===== config.mk =====
export PLATFORM = sky130hd
export DESIGN_NAME = traffic_phase_scheduler
export DESIGN_NICKNAME = d
export VERILOG_FILES = /design/src/rtl/traffic_pkg.sv /design/src/rtl/phase_timer.sv /design/src/rtl/traffic_phase_scheduler.sv
export SDC_FILE = /design/constraint.sdc
export NUM_CORES = 1
export LEC_CHECK = 0
export CAP_MARGIN = 25
export CORE_UTILIZATION = 25
export DETAILED_ROUTE_END_ITERATION = 6
export SLEW_MARGIN = 5
export SYNTH_ARGS = -nofsm -noshare
export SYNTH_HDL_FRONTEND = slang
export SYNTH_SLANG_ARGS = --single-unit

===== constraint.sdc =====
create_clock -name clock -period 2.52 [get_ports clock]
set_input_delay 0.63 -clock clock [delete_from_list [all_inputs] [get_ports clock]]
set_output_delay 0.63 -clock clock [all_outputs]
set_load 0.01 [all_outputs]

===== src/rtl/traffic_pkg.sv =====
// traffic_pkg: shared state enumeration and lamp encodings for the traffic phase scheduler
package traffic_pkg;
    typedef enum logic [2:0] {
        A_GREEN  = 3'd0,
        A_YELLOW = 3'd1,
        A_ALLRED = 3'd2,
        B_GREEN  = 3'd3,
        B_YELLOW = 3'd4,
        B_ALLRED = 3'd5,
        WALK     = 3'd6
    } state_t;
    typedef enum logic [1:0] {
        GREEN  = 2'b00,
        YELLOW = 2'b01,
        RED    = 2'b10
    } lamp_t;
endpackage


===== src/rtl/phase_timer.sv =====
// phase_timer: saturating dwell counter, zeroed whenever the phase changes
//   clock : rising-edge clock
//   reset : asynchronous active-low reset
//   clear : next cycle starts a new phase, count returns to 0
//   count : cycles spent in the current phase, sticks at all-ones
module phase_timer #(
    parameter int W = 5
) (
    input  logic         clock,
    input  logic         reset,
    input  logic         clear,
    output logic [W-1:0] count
);
    always_ff @(posedge clock or negedge reset)
        if (!reset) count <= '0;
        else if (clear) count <= '0;
        else if (count != '1) count <= count + 1'b1;
endmodule


===== src/rtl/traffic_phase_scheduler.sv =====
// traffic_phase_scheduler: two-road signal controller with pedestrian walk phase and road-A preemption
//   clock, reset        : rising-edge clock, asynchronous active-low reset
//   ta, tb              : vehicle presence on road A / road B
//   ped_req             : pedestrian button
//   emerg_a             : preemption request favouring road A
//   la, lb              : lamp codes for road A / road B
//   walk                : pedestrian walk lamp
//   ped_pending         : latched pedestrian request
//   phase               : current state code
module traffic_phase_scheduler
    import traffic_pkg::*;
#(
    parameter int GREEN_MIN = 8,
    parameter int GREEN_MAX = 16,
    parameter int YELLOW_T  = 3,
    parameter int ALLRED_T  = 1,
    parameter int WALK_T    = 6
) (
    input  logic       clock,
    input  logic       reset,
    input  logic       ta,
    input  logic       tb,
    input  logic       ped_req,
    input  logic       emerg_a,
    output logic [1:0] la,
    output logic [1:0] lb,
    output logic       walk,
    output logic       ped_pending,
    output logic [2:0] phase
);
    localparam int TW = $clog2(GREEN_MAX) + 1;
    state_t        r_state;
    state_t        w_next;
    logic          r_ped;
    logic          r_ret;
    logic [TW-1:0] w_t;
    int            w_ti;
    logic          w_gmin;
    logic          w_gmax;
    logic          w_yend;
    logic          w_rend;
    logic          w_wend;
    logic          w_walk_entry;
    phase_timer #(.W(TW)) u_timer (
        .clock(clock),
        .reset(reset),
        .clear(w_next != r_state),
        .count(w_t)
    );
    assign w_ti         = int'(w_t);
    assign w_gmin       = w_ti >= GREEN_MIN - 1;
    assign w_gmax       = w_ti >= GREEN_MAX - 1;
    assign w_yend       = w_ti == YELLOW_T - 1;
    assign w_rend       = w_ti == ALLRED_T - 1;
    assign w_wend       = w_ti == WALK_T - 1;
    assign w_walk_entry = (w_next == WALK) && (r_state != WALK);
    always_ff @(posedge clock or negedge reset)
        if (!reset) begin
            r_state <= A_GREEN;
            r_ped   <= 1'b0;
            r_ret   <= 1'b0;
        end else begin
            r_state <= w_next;
            r_ped   <= ped_req | (r_ped & ~w_walk_entry);
            // r_ret = 1 means road B is owed the next green after the walk
            if (w_walk_entry) r_ret <= (r_state == A_ALLRED);
        end
    always_comb begin
        w_next = r_state;
        case (r_state)
            A_GREEN:  if (w_gmin && (tb || r_ped) && (!ta || w_gmax) && !emerg_a) w_next = A_YELLOW;
            A_YELLOW: if (w_yend) w_next = A_ALLRED;
            A_ALLRED: if (w_rend) w_next = (r_ped && !emerg_a) ? WALK : B_GREEN;
            B_GREEN:  if (emerg_a || (w_gmin && (ta || r_ped) && (!tb || w_gmax))) w_next = B_YELLOW;
            B_YELLOW: if (w_yend) w_next = B_ALLRED;
            B_ALLRED: if (w_rend) w_next = (r_ped && !emerg_a) ? WALK : A_GREEN;
            WALK:     if (emerg_a || w_wend) w_next = (r_ret && !emerg_a) ? B_GREEN : A_GREEN;
            default:  w_next = A_GREEN;
        endcase
        la          = (r_state == A_GREEN) ? GREEN : (r_state == A_YELLOW) ? YELLOW : RED;
        lb          = (r_state == B_GREEN) ? GREEN : (r_state == B_YELLOW) ? YELLOW : RED;
        walk        = r_state == WALK;
        ped_pending = r_ped;
        phase       = r_state;
    end
endmodule

==> run metrics <==
worst flop-to-flop path startpoint=u_timer.count[1]; WL met3=109 um; Hold Crit Start=r_ret; run status=complete, no violations; CP max-delay cell=dfrtp_1; hold buffer count at CTS=0; max cap viols=0; mapped cell area=925 um2; largest net degree at the start of global routing=15; CP Class=register to output port; critical path arrival=1.76 ns; drt wl/cell=13.9 um; DR iter-0 viols=45; CP dominant cell by count=nor2_1; clock tree buffer depth=2; Skew-Pair Late Insertion Delay=0.23 ns; n_diodes=0; clock skew=0.000519 ns; critical path data required time=1.89 ns; initial antenna violation count=0; Highest Clock Rate=418 MHz; Overall Global Routing Usage=13.0%; fin nets=141; Worst Reg-to-Reg Cells=8; RD Place Congestion=0.888; Syn Inst Count=109; Setup Viol. Count Final=0; Post-Route WL=2400 um; syn_nets=121; clk slew on worst S/H paths=0.04 ns; I/O pin cnt=15; Seq/Total Area, Yosys=27.1%; Clk pwr share=11.7%; WL met1=1100 um; DR pass1 iterations=4; unrepaired setup endpoints after global routing=no; vias in the first global route=886; sequential power share=26.3%; root buffer cell=clkbuf_8; share of cells above drive strength 1=16.5%; Worst Max-Slew Pin Slew=0.633 ns; WL met2=1180 um; Remaining Overflow, GRT=0; area added between synthesis and finish=29.2%; LEAKAGE=0.000480 uW; Setup crit end kind=output port; worst-path fanout max=14; NetSw=606 uW; core box area=3440 um2; # port buffers=14; Final Hold Vio Count=0; Die Area=3950 um2; Antenna Nets Post-Route=0; Slew Limit Headroom=57.2%; internal power=770 uW; WHS Path Cells=1; pwr/cell area=1150 nW/um2; TNS Setup=0 ns; crit path launch type=register; final worst setup slack=0.130 ns; DR vias/cell=5.23; die height=62.8 um; delay of the slowest critical-path stage=0.63 ns; DR DRC count=0; Combinational Power Share=62.0%; Max IR drop VDD=0.380 mV; synth unique cells=45; Ys Warns=0; Die Wd=62.8 um; minimum clock period=2.39 ns; dpl ws=-0.0474 ns; hold slack=0.544 ns; # H-tree levels=1; first-pass GRT wire length=4040 um; Hold WC Path Type=register to register; initial core utilization=26.9%; CTS buffer count=3; post-placement cell count=170; row count=21; clock sink total=10; non-filler cells, final=173; Sw Share=44.1%; period utilization=94.9%; Crit. Startpoint=phase[0]; post-synthesis sequential element count=10; fin. max-slew vios=0; HPWL Detailed=1870 um; post-synthesis average cell area=8.48 um2; Design Power=1380 uW; crit-path cells=nand2_1, nor2_1, nor2_1, clkdlybuf4s50_1; CTS tree=yes; Via Count=904; Max Used Layer=met4
[routing by layer]
metal | global-route usage (%) | vias up
li1 | - | 447
met1 | 15.0 | 421
met2 | 22.6 | 34
met3 | 3.83 | 2
met4 | 4.65 | 0
met5 | 0 | -
[critical path, delay by kind of cell (launching register included)]
family	cells	cell delay, ns
AND/OR/NAND/NOR	3	0.42
flip-flops	1	0.63
buffers and inverters	1	0.47
[stage by stage]
| stage | instance area, um2 | utilization [%] |
|---|---|---|
| after global routing | 1190 | 34.7 |
| final | 1190 | 34.7 |
| after global placement | 1140 | 33.1 |
| after floorplan | 925 | - |
| after detailed placement | 1140 | 33.1 |
| after CTS | 1180 | 34.3 |
[cell usage in the layout (no fill, tap or decap), types with 2 or more instances in the layout]
master	n
nor2_1	4
nor3_1	8
inv_1	7
a41oi_1	2
clkbuf_8	3
o21ai_0	4
o31ai_1	2
and3_1	3
buf_4	6
ha_1	5
nand2b_1	2
dfrtp_1	8
a21oi_1	4
xnor2_1	3
nand3_1	4
clkdlybuf4s50_1	14
a21o_1	2
nor2b_1	3
dfrtp_2	2
nand2_1	13
[cells by family after synthesis]
| logic type | after synthesis | synth area share (%) |
|---|---|---|
| simple gates | 50 | 31.8 |
| fa+ha+maj | 6 | 8.12 |
| xor+xnor | 3 | 2.84 |
| flops | 10 | 27.1 |
| buf+inv | 12 | 5.82 |
| mux | 2 | 2.30 |
| compound gates | 26 | 22.1 |
[synthesized netlist by cell type (all sizes together)]
master | n | area, um2
a221o | 1 | 10.0
nor2 | 5 | 18.8
dfrtp | 10 | 250
nand3b | 1 | 7.51
a222oi | 1 | 10.0
nor4 | 1 | 21.3
o21ai | 5 | 25.0
a211oi | 1 | 7.51
a311o | 1 | 10.0
a21oi | 4 | 20.0
or2 | 1 | 6.26
nand2 | 13 | 48.8
mux2 | 1 | 11.3
o211ai | 1 | 7.51
inv | 7 | 26.3
a21o | 2 | 15.0
o2111ai | 1 | 8.76
o2bb2ai | 1 | 8.76
buf | 3 | 20.0
ha | 6 | 75.1
nor3b | 1 | 7.51
o32ai | 1 | 16.3
nor4b | 2 | 17.5
nor3 | 8 | 40.0
xnor2 | 3 | 26.3
and3 | 3 | 18.8
or4bb | 1 | 11.3
nand3 | 4 | 20.0
or3 | 1 | 7.51
a41o | 1 | 10.0
nor2b | 3 | 18.8
nand4 | 1 | 6.26
a32oi | 1 | 16.3
mux2i | 1 | 10.0
and4 | 1 | 8.76
a41oi | 2 | 17.5
or4b | 1 | 13.8
o31ai | 2 | 15.0
nand4b | 1 | 8.76
nand2b | 2 | 12.5
clkbuf | 2 | 7.51
a31oi | 1 | 6.26
[registers in the layout, indices dropped and copies added (netlist names)]
name / count
u_timer.count: 5
phase: 3
ped_pending: 1
r_ret: 1
[cell type report]
cell class                      count  area [um2]
Timing Repair Buffer               20         185
Multi-Input combinational cell     87         632
Tap cell                           46        57.6
Inverter                            7        26.3
Fill cell                         358        2250
Clock buffer                        3        41.3
Sequential cell                    10         253
[path summary, 6_finish.rpt]
| path | end | slack, ns |
|---|---|---|
| min in group asynchronous | phase[2] | 0.72 |
| hold / removal | r_ret | 0.54 |
| setup reg to reg | u_timer.count[2] | 0.17 |
| setup / recovery | lb[1] | 0.13 |
| hold reg to reg | r_ret | 0.54 |
| max in group asynchronous | u_timer.count[0] | 1.45 |
[power by group through the flow]
stage	clock network, uW	logic (uW)	registers [uW]
floorplan	0	589	296
global placement	0	823	357
detailed placement	0	836	358
CTS	167	838	355
global route	180	936	375
finish	161	854	361
[what timing repair did]
action                                  in CTS  in global routing
endpoints found under the hold margin        0                  0
buffers inserted                             0                  0
resized for setup                            0                  5
endpoints found under the setup margin       0                  6
(Power assumes the default switching activity.)
